**src/rtl/serializer_pkg.sv**
```systemverilog
// Shared serializer types and sizing helpers; also used by the UART TX FSM.
package serializer_pkg;

  typedef enum logic {
    IDLE   = 1'b0,
    ACTIVE = 1'b1
  } ser_state_e;

  // Bit-counter / frame-length width for a given maximum word width.
  function automatic int unsigned cnt_w(input int unsigned dw);
    return (dw < 2) ? 32'd1 : 32'($clog2(dw));
  endfunction

endpackage

```
**src/rtl/ser_bit_counter.sv**
```systemverilog
// Per-frame bit counter with clear, restart-from-zero, enable and terminal compare.
module ser_bit_counter #(
  parameter int unsigned CNT_W = 3
) (
  input  logic             clk,
  input  logic             rst,
  input  logic             clr,
  input  logic             load_zero,
  input  logic             en,
  input  logic [CNT_W-1:0] limit,
  output logic             at_limit_c
);

  logic [CNT_W-1:0] cnt;

  always_ff @(posedge clk) begin
    if (rst || clr || load_zero) begin
      cnt <= '0;
    end else if (en) begin
      cnt <= cnt + CNT_W'(1);
    end
  end

  assign at_limit_c = (cnt == limit);

endmodule

```
**src/rtl/param_serializer.sv**
```systemverilog
// Parallel-to-serial converter with runtime frame length/bit order and a
// one-word holding register so consecutive frames run without a gap bit.
module param_serializer
  import serializer_pkg::*;
#(
  parameter  int unsigned DATA_WIDTH = 8,
  localparam int unsigned CNT_W      = cnt_w(DATA_WIDTH)
) (
  input  logic                  clk,
  input  logic                  rst,
  input  logic [DATA_WIDTH-1:0] p_data,
  input  logic                  data_valid,
  output logic                  data_ready,
  input  logic [CNT_W-1:0]      len,
  input  logic                  msb_first,
  input  logic                  flush,
  input  logic                  ser_en,
  output logic                  ser_data,
  output logic                  ser_done,
  output logic                  busy
);

  ser_state_e            state;
  logic                  hold_full;
  logic [DATA_WIDTH-1:0] hold_data;
  logic [CNT_W-1:0]      hold_len;
  logic                  hold_msb;
  logic [DATA_WIDTH-1:0] shift_reg;
  logic [CNT_W-1:0]      frame_len;
  logic                  frame_msb;

  logic                  active_c;
  logic                  accept_c;
  logic                  last_bit_c;
  logic                  load_c;
  logic                  at_limit_c;
  logic [CNT_W-1:0]      len_clamped_c;

  // Clamp only exists when the len field can encode more than DATA_WIDTH bits.
  if ((1 << CNT_W) > DATA_WIDTH) begin : g_clamp
    localparam logic [CNT_W-1:0] LEN_MAX = CNT_W'(DATA_WIDTH - 1);
    assign len_clamped_c = (len > LEN_MAX) ? LEN_MAX : len;
  end else begin : g_no_clamp
    assign len_clamped_c = len;
  end

  assign active_c   = (state == ACTIVE);
  assign accept_c   = data_valid && !hold_full;
  assign last_bit_c = active_c && ser_en && at_limit_c;
  // Shifter takes the held word when idle, or in the same edge the last bit drains.
  assign load_c     = hold_full && (!active_c || last_bit_c);

  assign data_ready = !hold_full;
  assign busy       = active_c;
  assign ser_data   = active_c && (frame_msb ? shift_reg[frame_len] : shift_reg[0]);
  // An aborted frame never reports completion.
  assign ser_done   = last_bit_c && !flush && !rst;

  always_ff @(posedge clk) begin
    if (rst) begin
      state     <= IDLE;
      hold_full <= 1'b0;
      hold_data <= '0;
      hold_len  <= '0;
      hold_msb  <= 1'b0;
      shift_reg <= '0;
      frame_len <= '0;
      frame_msb <= 1'b0;
    end else if (flush) begin
      state     <= IDLE;
      hold_full <= 1'b0;
      shift_reg <= '0;
    end else begin
      if (accept_c) begin
        hold_data <= p_data;
        hold_len  <= len_clamped_c;
        hold_msb  <= msb_first;
        hold_full <= 1'b1;
      end
      if (load_c) begin
        shift_reg <= hold_data;
        frame_len <= hold_len;
        frame_msb <= hold_msb;
        hold_full <= 1'b0;
        state     <= ACTIVE;
      end else if (active_c && ser_en) begin
        if (at_limit_c) begin
          state <= IDLE;
        end else if (frame_msb) begin
          shift_reg <= shift_reg << 1;
        end else begin
          shift_reg <= shift_reg >> 1;
        end
      end
    end
  end

  ser_bit_counter #(
    .CNT_W(CNT_W)
  ) u_bit_counter (
    .clk       (clk),
    .rst       (rst),
    .clr       (flush),
    .load_zero (load_c || last_bit_c),
    .en        (active_c && ser_en),
    .limit     (frame_len),
    .at_limit_c(at_limit_c)
  );

endmodule

```
**config.mk**
```make
export PLATFORM = sky130hd
export DESIGN_NAME = param_serializer
export DESIGN_NICKNAME = d
export VERILOG_FILES = /design/src/rtl/serializer_pkg.sv /design/src/rtl/ser_bit_counter.sv /design/src/rtl/param_serializer.sv
export SDC_FILE = /design/constraint.sdc
export NUM_CORES = 1
export LEC_CHECK = 0
export BUFFER_PORTS_ARGS = -buffer_cell sky130_fd_sc_hd__buf_2
export CAP_MARGIN = 20
export CORE_AREA = 2 2 54 56
export CTS_BUF_LIST = sky130_fd_sc_hd__clkbuf_2 sky130_fd_sc_hd__clkbuf_4 sky130_fd_sc_hd__clkbuf_8
export CTS_CLUSTER_SIZE = 10
export DETAILED_ROUTE_END_ITERATION = 12
export DIE_AREA = 0 0 56 58
export GPL_TIMING_DRIVEN = 0
export PLACE_DENSITY_LB_ADDON = 0.15
export SLEW_MARGIN = 0
export SYNTH_ARGS = -nofsm -noshare
export SYNTH_HDL_FRONTEND = slang
export SYNTH_SLANG_ARGS = --single-unit
export TNS_END_PERCENT = 100
```
**constraint.sdc**
```tcl
create_clock -name clk -period 3.1 [get_ports clk]
set_clock_uncertainty 0.15 [all_clocks]
set_input_delay 0.62 -clock clk [delete_from_list [all_inputs] [get_ports clk]]
set_output_delay 0.62 -clock clk [all_outputs]
set_load 0.01 [all_outputs]
```
Word level (Yosys, flattened, before mapping)
Cells that the tools add are included.
{ "word_totals": {"memories": 0, "mem_bits_ro": 0, "mem_bits_rw": 0, "ff_bits": 29, "out_inout_bits": 4, "latch_bits": 0, "in_bits": 17, "wordCells": 47} }
{ "classes": {"n_lt_le_gt_ge": 1, "mux": 10, "n_eq_ne": 2, "multipliers": 0, "add_sub_neg": 1, "shift": 0, "bitwise": 1, "reduce_logical": 23, "n_div": 0} }
{ "ops": {"columns": ["operator", "n"], "rows": [
  ["2-to-1 mux 8 bit", 4],
  ["AND reduction 2 bit", 4],
  ["logical AND 1 bit", 7],
  ["2-to-1 mux 1 bit", 5],
  ["zero test 1 bit", 4],
  ["logical OR 1 bit", 4],
  ["less-than comparator 3 x 4 -> 1 bit (second input constant)", 1],
  ["nonzero test 2 bit", 2],
  ["adder 3 x 1 -> 3 bit (second input constant)", 1],
  ["binary-select mux 1 bit (select 3 bit)", 1],
  ["== test 3 bit", 1],
  ["OR reduction 3 bit", 1],
  ["inequality test 2 bit (second input constant)", 1],
  ["OR reduction 2 bit", 1],
  ["NOT 1 bit", 1]
]} }

Logic depth before layout (Yosys ltp)
Gate-level depths: netlist of run 1.
{ "depth": {"ltp_word": 6, "depth_mapped": 6} }

Hierarchy
Synthesis of run 1 repeated with hierarchy kept, for this count alone.
{ "unflattened": {"cells_unflattened": 151, "hier_area_um2": 1353.8} }
{ "by_module_without_submodules": {"columns": ["module", "cells_each", "seq_area_each_um2", "area_per_inst_um2", "instances"], "rows": [
  ["param_serializer", 135, 520.5, 1186.1, 1],
  ["ser_bit_counter", 16, 60.1, 167.7, 1]
]} }

Worst setup path after synthesis of run 1
Ideal clock, no wire load.
{ "synth_path": {"path_type": "in2out", "start": "input port rst", "end": "output port ser_done", "cell_stages": 4, "slack_ns": 0.847, "t_arrival_ns": 1.483, "path_buffers": 2, "cell_sequence": "buf_2 > or2_2 > buf_2 > nor3_1"} }
{ "synth_between": {"elab_chain_cells": 2} }
{ "synth_lines": {"columns": ["item", "line_no", "rtl"], "rows": [
  ["from (decl)", "param_serializer.sv:10", "input logic rst,"],
  ["zero test 1 bit", "param_serializer.sv:57", "assign ser_done = last_bit_c && !flush && !rst;"],
  ["logical AND 1 bit", "param_serializer.sv:57", null],
  ["to (decl)", "param_serializer.sv:19", "output logic ser_done,"]
]} }
Every way passes these cells.

Worst setup path after layout of run 1
{ "layout_path": {"start": "register frame_len[0]", "end": "output port ser_data"} }
{ "layout_between": {"elab_chain_cells": 4} }
{ "layout_lines": {"columns": ["item", "line_no", "rtl"], "rows": [
  ["from (decl)", "param_serializer.sv:29", "logic [CNT_W-1:0] frame_len;"],
  ["from (signal assigned)", "param_serializer.sv:82", "frame_len <= hold_len;"],
  ["binary-select mux 1 bit (select 3 bit)", "param_serializer.sv:55", "assign ser_data = active_c && (frame_msb ? shift_reg[frame_len] : shift_reg[0]);"],
  ["2-to-1 mux 1 bit (implied by the code)", "param_serializer.sv:55", null],
  ["2-to-1 mux 1 bit", "param_serializer.sv:55", null],
  ["logical AND 1 bit", "param_serializer.sv:55", null],
  ["to (decl)", "param_serializer.sv:18", "output logic ser_data,"]
]} }
Every way passes these cells. The select of a mux whose other input is x is not followed.

==> impl_metrics.ini, run 1 <==
[critical_path]
crit_family = multiplexers
crit_chain = mux4_1 > mux2i_1 > a21oi_1 > buf_2
reg2reg_slack_ps = 1530
critPathKind = reg2out
worst_ep_arrival_time_ps = 1750
cp_max_fo = 4
worstSetupStartpointType = register
critical_path.endpoint_type = primary output
cp.required_ps = 2330
max_stage_delay_ps = 590
critPathBufInv = 1
timing.critical_path.slowest_stage_cell = mux4_1

[die]
die_area_mm2 = 0.00325
std_cell_rows = 19
core_area_mm2 = 0.00266
io_pins = 21
fp.dieW_um = 56
floorplan.initialDensity_pct = 53.1
die_h_um = 58

[yosys]
ys.flop_type = dfxtp_1
synth_area_leader_cell = dfxtp_1
synth_edf_count = 0
yosys-top-cells-count = nand2_1, dfxtp_1, a21oi_1
yosys_warnings = 0
syn_nets = 178
ys_types = 32
syn_area_per_cell_um2 = 8.84
syn-cell-area_mm2 = 0.00142
ys_seq_area_share_pct = 41.0
netlist.area_leader.share_pct = 41.0
netlist_top_cells_area = dfxtp_1, a21oi_1, nand2_1, mux2_2, mux4_1
ys_seq_elements = 29
synthCells = 160
async_flop_share_pct = 0
yosysMostFrequentCell = nand2_1

[global_route]
grt_pass1_vias = 1057
antenna_found_initial = 0
grt_start_max_net_pins = 11
grt_usage_pct = 19.0
grt_pass1_wl_um = 4660
use_met1_pct = 22.9
overflow = 0
globalRouteMet2Util_pct = 30.9
use_met3_pct = 6.03
top_usage_layer = met2

[cts]
cts_max_level = 2
cts.clk_slew.worst_paths_ps = 100
cts.path.max_buffers = 2
post-cts-setup-buffers = 0
cts_buffers = 5
clkSinkCount = 29
cts.repair.resized = 0
clk_latency_ps = 320
cts_tree = done
hold_buffers = 0
clockRootBuffer = clkbuf_4

[route]
drc_errors = 0
ant_nets = 0
via_per_inst = 5.40
drt_iter0_drc = 24
totalWireLength_um = 2740
dr_total_vias = 1178
wl_per_cell_um = 12.6
firstDrtPassIters = 4

[final_layout]
antenna_cells = 0
syn2layout_area_growth_pct = 14.4
drive_gt1_share_pct = 25.7
final_nets = 204
final_cells = 218

[timing]
worst_pin_slew_ps = 422
slew_viol_final = 0
max_slew_margin_pct = 71.8
fin_tns_setup_ps = 0
final_hold_viol_count = 0
min_period_over_period_pct = 81.4
min_period_ps = 2520
setup_viol = 0
fmax_mhz = 396
rsz0062_at_grt = no

[place]
port_buffers = 19
dp.cells = 210
hpwlAfterDp_um = 2080
globalplace.congestion = 0.869

[power]
power_leakage_nw = 0.592
powerDensity_mw_per_mm2 = 437
vdd_ir_drop_max_uv = 355

[min_path]
min_path_type = reg2reg

[outcome]
status = complete, no violations

[job]
drv_cap = 0
kinds of logic after synthesis:
kind of cell,after synthesis,share of synthesized area [%]
adders and majority gates,1,0.884
muxes,11,10.6
xor gates and xnor gates,3,3.45
buffers and inverters,12,4.60
AOI/OAI and AO/OA,49,21.2
DFF,29,41.0
and+or+nand+nor,55,18.2
metrics by stage:
step / area, µm² / hold WS, ps / worst slack [ps] / utilization [%] / total power, mW
after floorplan: 1420 / 282 / 847 / - / 0.436
after global placement: 1550 / 295 / 794 / 58.2 / 0.455
after detailed placement: 1550 / 303 / 781 / 58.2 / 0.457
after CTS: 1620 / 316 / 569 / 60.8 / 0.716
after global routing: 1620 / 342 / 477 / 60.8 / 0.741
final: 1620 / 316 / 577 / 60.8 / 0.708
area by class of cell:
class | count | area, µm²
Fill cell | 253 | 1040
Inverter | 3 | 11.3
Timing Repair Buffer | 19 | 95.1
Sequential cell | 29 | 581
Multi-Input combinational cell | 119 | 769
Clock inverter | 1 | 5.00
Buffer | 9 | 53.8
Clock buffer | 7 | 65.1
Tap cell | 31 | 38.8
worst reg2reg max path: stages (launching register included):
cell and delay [ps]:
dfxtp_1 400, xnor2_2 340, a41oi_2 270, o21ai_0 220, a21oi_1 80
layer usage:
metal,routed length [µm],up-vias,share of wire (%)
met5,0,-,0
met4,48,0,1.8
met3,118,4,4.3
met2,1310,22,48
met1,1260,535,46
li1,-,617,-
worst paths after layout:
path                 from      endpoint  cells past startpoint
max          frame_len[0]      ser_data                      4
min          hold_data[2]  shift_reg[2]                      2
max reg2reg  frame_len[0]  frame_len[0]                      4
min reg2reg  hold_data[2]  shift_reg[2]                      2
layout by cell type (no fill, tap or decap), types with 5 or more instances in the layout:
| cell type | instances |
|---|---|
| dfxtp_1 | 29 |
| clkbuf_4 | 6 |
| mux2_2 | 6 |
| nand3b_1 | 5 |
| nor2_1 | 5 |
| o21ai_0 | 10 |
| a22oi_1 | 6 |
| nand2_1 | 34 |
| buf_2 | 23 |
| a21oi_1 | 26 |
power breakdown:
group	internal (mW)	leakage [nW]	switching, mW
sequential	0.382	0.235	0.00711
combinational	0.0254	0.315	0.0329
clock	0.131	0.0413	0.129
No activity file was read; power rests on OpenSTA's default activity.
==> inputs of run 2 (changes only) <==
Settings changed: ABC_AREA set to 1, CORE_AREA 2 2 54 56 to 2 2 55 57, DIE_AREA 0 0 56 58 to 0 0 57 59.
Clock period 3.1 ns to 2.4 ns, I/O delays scaled along.
==> impl_metrics.ini, run 2 <==
[global_route]
grt_pass1_vias = 1368
antenna_found_initial = 0
overflow = 0
grt_start_max_net_pins = 11
grt_usage_pct = 22.2
grt_pass1_wl_um = 5840

[cts]
cts_buffers = 5
cts.path.max_buffers = 2
hold_buffers = 0
cts.repair.resized = 0
post-cts-setup-buffers = 0
cts_max_level = 2
clk_latency_ps = 320
cts_tree = done
clkSinkCount = 29
cts.clk_slew.worst_paths_ps = 90
clockRootBuffer = clkbuf_4

[yosys]
synth-compound-area-share_pct = 17.3
syn_nets = 228
synthAdderAreaFrac_pct = 0.842
synthCells = 210
syn_area_per_cell_um2 = 7.08
yosys-top-cells-count = nand2_1, dfxtp_1, nand3_1
synth_edf_count = 0
ys_seq_elements = 29
netlist.area_leader.share_pct = 39.1
synthMuxAreaShare_pct = 0
ys_seq_area_share_pct = 39.1
ys.flop_type = dfxtp_1
synth_area_leader_cell = dfxtp_1
synth_top_family_by_area = simple AND/OR/NAND/NOR gates
async_flop_share_pct = 0
yosys_warnings = 0
yosysMostFrequentCell = nand2_1
netlist_top_cells_area = dfxtp_1, nand2_1, nand3_1, o21ai_0, a21oi_1
ys_types = 23
yosys.area_share.simple_pct = 31.9
synth_xor_xnor_area_share_pct = 1.09
syn-cell-area_mm2 = 0.00149

[place]
port_buffers = 20
hpwlAfterDp_um = 2370
place_area_mm2 = 0.00163
globalplace.congestion = 0.869

[timing]
min_period_over_period_pct = 92.6
slew_viol_final = 0
final_hold_viol_count = 0
fin_hold_ws_ps = 230
fin_tns_setup_ps = 0
rsz0062_at_grt = no
max_slew_margin_pct = 72.3
setup_viol = 0
fmax_mhz = 450
min_period_ps = 2220
worst_pin_slew_ps = 413

[final_layout]
final_cell_mix = nand2_1, dfxtp_1, nand3_1
mostFrequentLayoutCell = nand2_1
drive_gt1_share_pct = 19.3
syn2layout_area_growth_pct = 14.1
fin_area_mm2 = 0.00170
antenna_cells = 0
fin_util_pct = 62.6
final_nets = 255

[die]
die_area_mm2 = 0.00336
io_pins = 21
core_area_mm2 = 0.00271
die_h_um = 59
fp.dieW_um = 57
floorplan.initialDensity_pct = 54.8
std_cell_rows = 19

[route]
totalWireLength_um = 3190
dr_total_vias = 1430
ant_nets = 0
drc_errors = 0
firstDrtPassIters = 4
via_per_inst = 5.32
drt_iter0_drc = 43
wl_per_cell_um = 11.8

[critical_path]
critical_path.endpoint_type = primary output
worstSetupStartpointType = primary input
cp.required_ps = 1770
worst_ep_arrival_time_ps = 1590
cp_max_fo = 10
critPathKind = in2out

[outcome]
status = complete, no violations

[power]
power_leakage_nw = 0.723
powerDensity_mw_per_mm2 = 574
vdd_ir_drop_max_uv = 430
power.total_uw = 973

[min_path]
min_path_type = in2reg

[job]
drv_cap = 0
[run 2: report_power, final]
part	internal, mW	leakage [nW]	switching, mW
registers	0.502	0.237	0.0120
clock network	0.170	0.0413	0.173
logic	0.0451	0.445	0.0715
[run 2: cell families (layout without fill, tap and decap cells)]
kind of cell             after synthesis  count (layout)
AO/OA/AOI/OAI                         49              49
XOR/XNOR                               1               1
adder cells (fa/ha/maj)                1               1
buffers and inverters                 31              59
flip-flops                            29              29
AND/OR/NAND/NOR                       99              99
[run 2: layer usage]
layer	GRT usage, %	vias up	wire (µm)
met3	5.90	2	188
met1	28.7	650	1500
met4	6.64	0	21
met5	0	-	0
li1	-	742	-
met2	36.5	36	1480
[run 2: area by class of cell]
cell class | instances | area, µm²
sequential | 29 | 581
timing repair buffer | 20 | 100
tap | 31 | 38.8
clock inverter | 1 | 5.00
clock buffer | 7 | 65.1
fill | 275 | 1010
inverter | 23 | 86.3
multi-input combinational | 150 | 759
buffer | 8 | 60.1
[run 2: critical path, cell delays in order]
cell	delay, ps
buf_2	110
nor2_1	300
clkinv_1	370
nor2_1	190
buf_2	140
[run 2: path summary, 6_finish.rpt]
check | depth (start not counted) | endpoint | slack, ps | start
hold reg to reg | 2 | hold_data[2] | 310 | hold_data[2]
hold / removal | 3 | hold_len[2] | 230 | len[2]
setup / recovery | 5 | ser_done | 180 | flush
setup reg to reg | 7 | shift_reg[4] | 700 | frame_len[0]
[run 2: per-stage QoR]
step | cells | setup slack, ps
5_1_grt | 269 | 23.2
2_1_floorplan | 210 | 569
4_1_cts | 269 | 197
3_5_place_dp | 261 | 199
3_3_place_gp | 261 | 211
6_report | 269 | 178
